### src/rtl/serial_chunk_adder.sv
// Multi-cycle WIDTH-bit adder/subtractor: CHUNK bits per clock through a registered carry,
// with a start/busy/done handshake, carry-out and signed overflow.
module serial_chunk_adder #(
    parameter int WIDTH = 16,
    parameter int CHUNK = 4
) (
    input  logic             clk,
    input  logic             rst,
    input  logic             start,
    input  logic             op,
    input  logic [WIDTH-1:0] A,
    input  logic [WIDTH-1:0] B,
    input  logic             Cin,
    output logic [WIDTH-1:0] S,
    output logic             Cout,
    output logic             ovf,
    output logic             busy,
    output logic             done
);

    localparam int NCHUNK = (CHUNK > 0) ? WIDTH / CHUNK : 1;
    localparam int KW     = (NCHUNK > 1) ? $clog2(NCHUNK) : 1;
    localparam logic [KW-1:0] K_LAST = KW'(NCHUNK - 1);

    generate
        if (CHUNK < 1 || CHUNK > WIDTH || (WIDTH % CHUNK) != 0) begin : g_bad_params
            $fatal(1, "serial_chunk_adder: WIDTH must be a multiple of CHUNK, 1 <= CHUNK <= WIDTH");
        end
    endgenerate

    typedef enum logic [1:0] {
        IDLE = 2'd0,
        RUN  = 2'd1,
        DONE = 2'd2
    } state_t;

    state_t           r_state;
    state_t           w_state_next;
    logic [WIDTH-1:0] r_a;
    logic [WIDTH-1:0] r_b;
    logic [WIDTH-1:0] r_s;
    logic [KW-1:0]    r_k;
    logic             r_carry;
    logic             r_cout;
    logic             r_ovf;
    logic             w_accept;
    logic             w_last;
    logic [CHUNK:0]   w_sum;
    logic             w_msb_cin;
    logic [WIDTH-1:0] w_a_shift;
    logic [WIDTH-1:0] w_b_shift;

    // Operands shift right so the active chunk is always in the low bits.
    generate
        if (NCHUNK > 1) begin : g_shift
            assign w_a_shift = {{CHUNK{1'b0}}, r_a[WIDTH-1:CHUNK]};
            assign w_b_shift = {{CHUNK{1'b0}}, r_b[WIDTH-1:CHUNK]};
        end else begin : g_no_shift
            assign w_a_shift = '0;
            assign w_b_shift = '0;
        end
    endgenerate

    assign w_accept  = start && (r_state != RUN);
    assign w_last    = (r_k == K_LAST);
    assign w_sum     = {1'b0, r_a[CHUNK-1:0]} + {1'b0, r_b[CHUNK-1:0]} + {{CHUNK{1'b0}}, r_carry};
    assign w_msb_cin = r_a[CHUNK-1] ^ r_b[CHUNK-1] ^ w_sum[CHUNK-1];

    always_ff @(posedge clk or posedge rst) begin
        if (rst) begin
            r_state <= IDLE;
        end else begin
            r_state <= w_state_next;
        end
    end

    always_comb begin
        w_state_next = r_state;
        busy         = 1'b0;
        done         = 1'b0;
        case (r_state)
            IDLE: begin
                if (start) w_state_next = RUN;
            end
            RUN: begin
                busy = 1'b1;
                if (w_last) w_state_next = DONE;
            end
            DONE: begin
                done         = 1'b1;
                w_state_next = start ? RUN : IDLE;
            end
            default: w_state_next = IDLE;
        endcase
    end

    always_ff @(posedge clk or posedge rst) begin
        if (rst) begin
            r_a     <= '0;
            r_b     <= '0;
            r_s     <= '0;
            r_k     <= '0;
            r_carry <= 1'b0;
            r_cout  <= 1'b0;
            r_ovf   <= 1'b0;
        end else if (w_accept) begin
            r_a     <= A;
            r_b     <= op ? ~B : B;
            r_carry <= Cin;
            r_s     <= '0;
            r_k     <= '0;
            r_cout  <= 1'b0;
            r_ovf   <= 1'b0;
        end else if (r_state == RUN) begin
            r_s[r_k*CHUNK +: CHUNK] <= w_sum[CHUNK-1:0];
            r_carry                 <= w_sum[CHUNK];
            r_a                     <= w_a_shift;
            r_b                     <= w_b_shift;
            r_k                     <= r_k + 1'b1;
            if (w_last) begin
                r_cout <= w_sum[CHUNK];
                r_ovf  <= w_msb_cin ^ w_sum[CHUNK];
            end
        end
    end

    assign S    = r_s;
    assign Cout = r_cout;
    assign ovf  = r_ovf;

endmodule
### config.mk
export PLATFORM = sky130hd
export DESIGN_NAME = serial_chunk_adder
export DESIGN_NICKNAME = d
export VERILOG_FILES = /design/src/rtl/serial_chunk_adder.sv
export SDC_FILE = /design/constraint.sdc
export NUM_CORES = 1
export LEC_CHECK = 0
export CAP_MARGIN = 20
export CORE_UTILIZATION = 51
export DETAILED_ROUTE_END_ITERATION = 6
export PLACE_DENSITY = 0.8
export SLEW_MARGIN = 5
export SYNTH_ARGS = -nofsm -noshare
export SYNTH_HDL_FRONTEND = slang
export SYNTH_SLANG_ARGS = --single-unit
### constraint.sdc
create_clock -name clk -period 2.2 [get_ports clk]
set_input_delay 0.44 -clock clk [delete_from_list [all_inputs] [get_ports clk]]
set_output_delay 0.44 -clock clk [all_outputs]
set_load 0.02 [all_outputs]
==> flow_summary.json <==
{
  "worstPathArrival_ns": 2.28,
  "r2r_slack_ns": 0.11,
  "worstSetupPathType": "reg2reg",
  "fin_cells": 376,
  "critPathCaptureType": "flip-flop",
  "slew_violations": 0,
  "synth.top_cell.area_share_pct": 50.88,
  "hold_violations": 0,
  "cts_buffers": 5,
  "grt_first_pass_wirelength_um": 8928,
  "vias": 1964,
  "postCtsSetupBuffers": 0,
  "grtUsageMet3_pct": 5.756,
  "synthArstFlopShare_pct": 100.0,
  "worst_pin_slew_ns": 0.5725,
  "start_util_pct": 52.96,
  "rows": 26,
  "port_buffers": 56,
  "setup_tns_ns": 0,
  "dp.final_hpwl_um": 3796,
  "route.detailed.drc": 0,
  "ys_seq_area_share_pct": 50.88,
  "avgRoutedWirePerCell_um": 13.87,
  "setup_violations": 0,
  "yosys_most_used_dff": "dfrtp_1",
  "synth_area_leaders": "dfrtp_1 51%, o21ai_0 6.8%, mux2i_1 5.9%",
  "final_cell_mix": "55 x dfrtp_1, 55 x clkdlybuf4s50_1, 42 x nand2_1, 37 x o21ai_0, 17 x xnor2_1",
  "final_core_util_pct": 66.85,
  "rsz0062_at_grt": "false",
  "antenna_found_initial": 0,
  "fmax_mhz": 479.1,
  "yosys_warnings": 0,
  "multi_input_area_sq_mm": 0.001217,
  "pre_cts_ws_ns": 0.1232,
  "cp-start-kind": "flip-flop",
  "clkSinkCount": 55,
  "p_leak_nw": 1.518,
  "status": "finished clean",
  "use_met1_pct": 26.71,
  "regArea_sq_mm": 0.001376,
  "clockBufferDepth": 2,
  "synth_edf_count": 0,
  "syn-num-nets": 299,
  "insertedDiodeCount": 0,
  "finalWirelength_um": 5214,
  "crit_required_ns": 2.40,
  "grt_max_degree": 67,
  "syn_avg_cell_area_sq_um": 10.69,
  "dr.pass1.iters": 4,
  "die_h_um": 74.83,
  "critPathMaxFanout": 3,
  "layout_min_cycle_time_ns": 2.087,
  "die_w_um": 74.83,
  "whs_ns": 0.4893,
  "cts_max_level": 2,
  "layout-drive-gt1-share_pct": 8.824,
  "gp_congestion": 0.8132,
  "grtUsageMet2_pct": 37.04,
  "nets": 351,
  "drt_iter0_markers": 89,
  "syn_inst": 253,
  "io_pins": 57,
  "cts_resized": 0,
  "min_path_type": "reg2reg",
  "grtUsageTotal_pct": 21.25,
  "grt_pass1_vias": 1928,
  "powerDensity_mw_per_mm2": 1280,
  "cap_violations": 0,
  "cts_hold_buf": 0,
  "synth_area_leader_cell": "dfrtp_1",
  "die_area_sq_mm": 0.005600,
  "clk_pin_slew_worst_paths_ns": 0.10,
  "period_share_pct": 94.88,
  "layout_setup_ws_ns": 0.1126,
  "root_buffer": "clkbuf_8",
  "grt_overflow": 0,
  "cts_tree": "done",
  "via_per_inst": 5.223,
  "core_sq_mm": 0.005107,
  "finClkSkew_ns": 0.007822,
  "num-fill-cells": 434,
  "synthToLayoutAreaGrowth_pct": 26.23,
  "syn_area_sq_mm": 0.002705,
  "ir_drop_uv": 569.5,
  "busiest_layer": "met2",
  "drt.antenna.violating_nets": 0,
  "post-place-cells": 368,
  "clk_latency_ns": 0.30,
  "slew_headroom_pct": 61.84,
  "ys_ff_latch": 55,
  "ys_types": 33
}
state kept, by name (all words and copies together) (netlist names):
name / cells
Cout: 1
S: 16
ovf: 1
r_a: 16
r_b: 16
r_carry: 1
r_k: 2
r_state: 2
cell families (layout without fill, tap and decap cells):
| family | after synthesis | in the layout | share of synthesized area [%] |
|---|---|---|---|
| DFF | 55 | 55 | 50.88 |
| AOI/OAI and AO/OA | 69 | 69 | 16.65 |
| buffers and inverters | 20 | 73 | 4.116 |
| and+or+nand+nor | 64 | 64 | 11.15 |
| xor gates and xnor gates | 19 | 19 | 6.152 |
| muxes | 17 | 17 | 6.337 |
| adders and majority gates | 9 | 9 | 4.718 |
routing by layer:
layer	vias up	wire length, um
met5	-	0
met4	0	27
met3	4	223
met2	49	2643
met1	938	2319
li1	973	-
report_power, final:
| part | switching (mW) | leakage (nW) | internal [mW] |
|---|---|---|---|
| Clock | 0.320 | 0.0505 | 0.287 |
| Combinational | 1.18 | 0.744 | 0.886 |
| Sequential | 0.275 | 0.723 | 1.42 |
| Total | 1.78 | 1.52 | 2.59 |
Yosys cell counts, types with 2 or more instances:
cell type	count
a21o_1	2
a22o_1	16
o21ai_0	37
xnor2_1	17
dfrtp_1	55
buf_2	5
buf_4	4
inv_1	3
a211oi_1	5
buf_6	2
clkbuf_1	4
nor2_1	12
nand2_1	42
a21oi_2	5
inv_2	2
ha_1	7
fa_1	2
nor2b_1	2
xor2_1	2
mux2i_1	16
worst paths after layout:
kind,depth (start not counted),start,endpoint
max,6,r_a[0],ovf
min,2,r_b[13],r_b[9]
max reg2reg,6,r_a[0],ovf
min reg2reg,2,r_b[13],r_b[9]
max in group asynchronous,3,rst,r_b[3]
min in group asynchronous,3,rst,r_a[1]
area by class of cell:
cell class                 instances  share of cell area (%)
clock inverter                     1                  0.2199
multi-input combinational        178                   35.65
clock buffer                       7                   2.822
inverter                           5                  0.5497
sequential                        55                   40.31
tap                               70                   2.565
timing repair buffer              60                   17.88
metrics by stage:
step	area (sq um)	power, mW
final	3415	4.369
after global placement	3311	3.692
after floorplan	2705	3.115
after global routing	3415	4.700
after CTS	3415	4.405
after detailed placement	3311	3.797
critical path, cell delays in order, from the launching register on:
cell     delay (ns)
dfrtp_1        0.42
fa_1           0.47
fa_1           0.42
a21o_1         0.19
a21oi_2        0.20
xor2_1         0.10
a22o_1         0.18
Note: power is estimated with default switching activity, not from simulation.
